**config.mk**
```make
export PLATFORM = sky130hd
export DESIGN_NAME = dist_sq
export DESIGN_NICKNAME = d
export VERILOG_FILES = /design/src/rtl/dist_sq_pkg.sv /design/src/rtl/dist_sq_sq_serial.sv /design/src/rtl/dist_sq.sv
export SDC_FILE = /design/constraint.sdc
export NUM_CORES = 1
export LEC_CHECK = 0
export ABC_CLOCK_PERIOD_IN_PS = 11100
export CORE_MARGIN = 3
export CORE_UTILIZATION = 63
export DETAILED_ROUTE_END_ITERATION = 10
export PLACE_DENSITY_LB_ADDON = 0.2
export SYNTH_ARGS = -nofsm -noshare
export SYNTH_HDL_FRONTEND = slang
export SYNTH_SLANG_ARGS = --single-unit
```
**constraint.sdc**
```tcl
create_clock -name clk -period 11.1 [get_ports clk]
set_input_delay 3.33 -clock clk [delete_from_list [all_inputs] [get_ports clk]]
set_output_delay 3.33 -clock clk [all_outputs]
set_load 0.01 [all_outputs]
```
**src/rtl/dist_sq_pkg.sv**
```systemverilog
// Shared definitions for the dist_sq block (sum of squares a*a + b*b).
// Contents:
//   state_t        control states IDLE, MUL_A, MUL_B, DONE
//   W_DEFAULT      default operand width (signed a, b)
//   OUT_W_DEFAULT  default result width, sized for the downstream Sqrt x input
//   SAT_MAX        saturated result value, 2^OUT_W_DEFAULT - 1
package dist_sq_pkg;

  typedef enum logic [1:0] {
    IDLE  = 2'd0,
    MUL_A = 2'd1,
    MUL_B = 2'd2,
    DONE  = 2'd3
  } state_t;

  localparam int W_DEFAULT     = 11;
  localparam int OUT_W_DEFAULT = 21;

  localparam logic [OUT_W_DEFAULT-1:0] SAT_MAX = {OUT_W_DEFAULT{1'b1}};

endpackage

```
**src/rtl/dist_sq_sq_serial.sv**
```systemverilog
// sq_serial: W-cycle shift-add squarer for an unsigned W-bit magnitude.
// It does not own the accumulator; every active cycle it presents the
// partial product for one multiplier bit on 'addend' and the caller adds it
// into its own running sum, so one instance can square several operands
// into a shared accumulator.
// Ports:
//   clk, rst  clock and synchronous active-high reset
//   start     begin squaring 'op'; this cycle already processes bit 0
//   op        unsigned magnitude to square, sampled only while start=1
//   busy      a squaring is in progress after its start cycle
//   done      high in the cycle that processes the last (W-th) bit
//   addend    partial product for the bit processed this cycle, else 0
module sq_serial #(
  parameter int W     = 11,
  parameter int ACC_W = 22
) (
  input  logic             clk,
  input  logic             rst,
  input  logic             start,
  input  logic [W-1:0]     op,
  output logic             busy,
  output logic             done,
  output logic [ACC_W-1:0] addend
);

  localparam int CNT_W = $clog2(W + 1);

  logic             busy_q, busy_d;
  logic [CNT_W-1:0] cnt_q, cnt_d;
  logic [ACC_W-1:0] mcand_q, mcand_d;
  logic [W-1:0]     mplier_q, mplier_d;

  logic             active;
  logic [CNT_W-1:0] cur_cnt;
  logic [ACC_W-1:0] cur_mcand;
  logic [W-1:0]     cur_mplier;

  // On the start cycle the operand is used directly instead of the registers,
  // so exactly W cycles (start plus W-1 busy cycles) cover all W bits.
  always_comb begin
    active     = start | busy_q;
    cur_cnt    = start ? '0 : cnt_q;
    cur_mcand  = start ? {{(ACC_W-W){1'b0}}, op} : mcand_q;
    cur_mplier = start ? op : mplier_q;

    addend = (active && cur_mplier[0]) ? cur_mcand : '0;
    done   = active && (cur_cnt == CNT_W'(W - 1));

    busy_d   = 1'b0;
    cnt_d    = cnt_q;
    mcand_d  = mcand_q;
    mplier_d = mplier_q;
    if (active) begin
      busy_d   = !done;
      cnt_d    = cur_cnt + 1'b1;
      mcand_d  = cur_mcand << 1;
      mplier_d = cur_mplier >> 1;
    end
  end

  always_ff @(posedge clk) begin
    if (rst) begin
      busy_q   <= 1'b0;
      cnt_q    <= '0;
      mcand_q  <= '0;
      mplier_q <= '0;
    end else begin
      busy_q   <= busy_d;
      cnt_q    <= cnt_d;
      mcand_q  <= mcand_d;
      mplier_q <= mplier_d;
    end
  end

  assign busy = busy_q;

endmodule

```
**src/rtl/dist_sq.sv**
```systemverilog
// dist_sq: serial sum of squares y = a*a + b*b, saturated to 2^OUT_W-1.
// One pair is accepted in IDLE, |a|^2 is accumulated over W cycles (MUL_A),
// |b|^2 over the next W cycles (MUL_B), and the result is held in DONE until
// the downstream stage takes it. y feeds the Sqrt x input directly.
// Ports:
//   clk, rst             clock and synchronous active-high reset
//   in_valid, in_ready   operand handshake (in_ready only in IDLE)
//   a, b                 signed W-bit operands, sampled on the accepting edge
//   out_valid, out_ready result handshake (out_valid only in DONE)
//   y                    saturated sum of squares
//   sat                  y was saturated
module dist_sq
  import dist_sq_pkg::*;
#(
  parameter int W     = W_DEFAULT,
  parameter int OUT_W = OUT_W_DEFAULT
) (
  input  logic                clk,
  input  logic                rst,
  input  logic                in_valid,
  output logic                in_ready,
  input  logic signed [W-1:0] a,
  input  logic signed [W-1:0] b,
  output logic                out_valid,
  input  logic                out_ready,
  output logic [OUT_W-1:0]    y,
  output logic                sat
);

  // One spare bit above OUT_W lets the true sum (up to 2^(2W-1)) be compared
  // against 2^OUT_W without wrapping.
  localparam int ACC_W = OUT_W + 1;

  state_t           state_q, state_d;
  logic [W-1:0]     mag_a_q, mag_a_d;
  logic [W-1:0]     mag_b_q, mag_b_d;
  logic [ACC_W-1:0] acc_q, acc_d;
  logic [OUT_W-1:0] y_q, y_d;
  logic             sat_q, sat_d;
  logic [ACC_W-1:0] sum;

  logic             sq_start, sq_busy, sq_done;
  logic [W-1:0]     sq_op;
  logic [ACC_W-1:0] sq_addend;

  // Treating the W-bit result as unsigned makes -2^(W-1) map to 2^(W-1).
  function automatic logic [W-1:0] magnitude(input logic [W-1:0] v);
    return v[W-1] ? (~v + 1'b1) : v;
  endfunction

  // The squarer is kicked off on the first cycle of each multiply state,
  // which is exactly when it is not already busy.
  assign sq_start = ((state_q == MUL_A) || (state_q == MUL_B)) && !sq_busy;
  assign sq_op    = (state_q == MUL_A) ? mag_a_q : mag_b_q;

  sq_serial #(
    .W     (W),
    .ACC_W (ACC_W)
  ) u_sq (
    .clk    (clk),
    .rst    (rst),
    .start  (sq_start),
    .op     (sq_op),
    .busy   (sq_busy),
    .done   (sq_done),
    .addend (sq_addend)
  );

  always_comb begin
    state_d = state_q;
    mag_a_d = mag_a_q;
    mag_b_d = mag_b_q;
    acc_d   = acc_q;
    y_d     = y_q;
    sat_d   = sat_q;
    sum     = acc_q + sq_addend;

    case (state_q)
      IDLE: begin
        if (in_valid) begin
          mag_a_d = magnitude(a);
          mag_b_d = magnitude(b);
          acc_d   = '0;
          state_d = MUL_A;
        end
      end
      MUL_A: begin
        acc_d = sum;
        if (sq_done) state_d = MUL_B;
      end
      MUL_B: begin
        acc_d = sum;
        // The final sum includes this cycle's partial product, so the
        // saturation decision is made on 'sum' rather than acc_q.
        if (sq_done) begin
          state_d = DONE;
          if (|sum[ACC_W-1:OUT_W]) begin
            y_d   = '1;
            sat_d = 1'b1;
          end else begin
            y_d   = sum[OUT_W-1:0];
            sat_d = 1'b0;
          end
        end
      end
      DONE: begin
        if (out_ready) state_d = IDLE;
      end
      default: state_d = IDLE;
    endcase
  end

  always_ff @(posedge clk) begin
    if (rst) begin
      state_q <= IDLE;
      mag_a_q <= '0;
      mag_b_q <= '0;
      acc_q   <= '0;
      y_q     <= '0;
      sat_q   <= 1'b0;
    end else begin
      state_q <= state_d;
      mag_a_q <= mag_a_d;
      mag_b_q <= mag_b_d;
      acc_q   <= acc_d;
      y_q     <= y_d;
      sat_q   <= sat_d;
    end
  end

  assign in_ready  = (state_q == IDLE);
  assign out_valid = (state_q == DONE);
  assign y         = y_q;
  assign sat       = sat_q;

endmodule

```
==> metrics <==
crit path DAT=1.68 ns; Area Growth Syn to Fin=10.8%; Finished Cell Area=6590 µm²; first-pass GRT wire length=21800 µm; IO buf count=49; Top FF cell, synth=dfxtp_1; layout cells sized above 1=5.82%; nets@finish=808; critical path class=flop to output pin; Die Span Y=103 µm; Hold Crit Class=flop to flop; cells after synthesis=737; hpwl dp=between 9000 and 10000 µm; syn nets=793; Pwr Density=180 nW/µm²; Placed Area=6370 µm²; CP Launch Type=flop; Crit. End Element=output pin; via/cell ratio=6.13; CTS buffer count=9; post-route clock period utilization=45.2%; remaining global-route overflow=0; DP Cell Count=849; Finished Layout Cells=864; TNS Setup=0 ns; latest clock arrival within the worst-skew pair=approximately 0.37 ns; pin count of the biggest net entering global routing=106; DRC viols=0; CTS tree=built; CTS max path bufs=2; setup violators final=0; Achievable Freq=between 0.15 and 0.2 GHz; setup repair bufs after CTS=0; crit path max fanout=6; Clk pin slew, worst setup/hold paths=roughly 0.09 ns; status=complete, no violations; Syn. warnings=0; DRT Wirelength=13300 µm; Post-Syn Area per Cell=between 8 and 9 µm²; Antenna diodes=0; Post-synth EDFFs=0; Worst Tran Pin Value=1.03 ns; GRT Resource Usage Total=between 20% and 30%; DIE AREA=10600 µm²; clk sinks=104; fin crit period=5.01 ns; sequential share of the synthesized area=35.0%; RSZ-0062 raised after global routing=no; total chip power=1190 µW; GP Congestion=roughly 0.94; post_cts resized=0; antenna violations before repair=0; H-tree levels=3; most common cell after layout, fill and taps aside=nor2_1; final slew viol count=0; Detailed Route Iter0 Violations=404; Die Wd=about 100 µm; Antenna Violating Nets Remaining=0; max cap viols=0; Final Hold Fails=0; Yosys reg bits=between 100 and 150; Initial Utilization=around 67%; Relative slew margins=31.5%; post-synth cell types=64; CTS Hold Bufs=0; most frequent cells in the layout=nor2_1 (154), dfxtp_1 (103), a21oi_1 (60); Core Area=8930 µm²; maximum vdd drop=0.127 mV; number of I/O pins=50; Pre-antenna DRT Iters=5; via count=approximately 5300; Worst EP required=approximately 7.8 ns; drt wl/cell=15.4 µm; Root Buffer=clkbuf_8; mapped cell area=5940 µm²; row count=34; final setup skew=0.00733 ns; Leak=roughly 0.0026 µW; fraction of registers with async set/reset=0%; worst hold margin=0.490 ns; vias in the first global route=4700
[cell usage after synthesis (13+ instances only)]
library cell / instances / area share, %
a211oi_1: 41 / 5.2
a21oi_1: 60 / 5.1
and2_1: 16 / 1.7
and3_1: 17 / 1.8
clkbuf_1: 37 / 2.3
dfxtp_1: 104 / 35
ha_1: 29 / 6.1
inv_1: 13 / 0.82
mux2i_1: 14 / 2.4
nand2_1: 30 / 1.9
nor2_1: 154 / 9.7
nor3_1: 25 / 2.1
xor2_1: 25 / 3.7
[cells by family after synthesis]
| group | Yosys count | synth area share [%] |
|---|---|---|
| AO/OA/AOI/OAI | 187 | 21.9 |
| XOR/XNOR | 34 | 5.01 |
| adder cells (fa/ha/maj) | 30 | 6.44 |
| buffers and inverters | 64 | 4.91 |
| flip-flops | 104 | 35.0 |
| multiplexers | 14 | 2.36 |
| AND/OR/NAND/NOR | 304 | 24.4 |
[where the power goes]
group / switching (µW) / internal, µW / leakage (µW)
Combinational: 300 / 170 / 0.00167
Clock: 123 / 138 / 0.000112
Sequential: 32.2 / 423 / 0.000847
Total: 455 / 731 / 0.00263
[per-stage QoR]
stage	utilization, %	setup WS [ns]
6_report	73.7	6.09
5_1_grt	73.7	5.98
4_1_cts	73.7	6.07
3_5_place_dp	71.3	5.83
3_3_place_gp	71.3	5.92
2_1_floorplan	-	6.44
[state kept, by name, summed over array words and instances (netlist names), 2 cells and up]
register	flops
state_q	2
acc_q	22
u_sq.cnt_q	4
u_sq.mplier_q	10
u_sq.mcand_q	21
mag_a_q	11
y	21
mag_b_q	11
[final timing paths]
check	start	end	slack (ns)	cells after the start
min	mag_b_q[0]	mag_b_q[0]	0.49	2
max	state_q[0]	in_ready	6.09	3
min reg2reg	mag_b_q[0]	mag_b_q[0]	0.49	2
max reg2reg	state_q[1]	y[18]	6.38	14
[area by class of cell]
type | instances | area, µm²
multi-input combinational | 569 | 3570
fill | 704 | 2350
sequential | 104 | 2080
timing repair buffer | 55 | 531
clock buffer | 12 | 155
tap | 108 | 135
clock inverter | 3 | 65.1
inverter | 13 | 48.8
[per-layer routing]
metal / share of wire [%] / vias up / global-route usage (%) / routed length [µm]
met5: 0 / - / 0 / 0
met4: 1.3 / 0 / 7.47 / 169
met3: 6.0 / 21 / 3.18 / 798
met2: 47 / 181 / 41.5 / 6220
met1: 46 / 2457 / 35.3 / 6090
li1: - / 2639 / - / -
[critical path: stages (launching register included)]
cell	delay [ns]
dfxtp_1	0.35
inv_1	0.10
ha_1	0.28
clkdlybuf4s50_1	0.58
No activity file was read; power rests on OpenSTA's default activity.
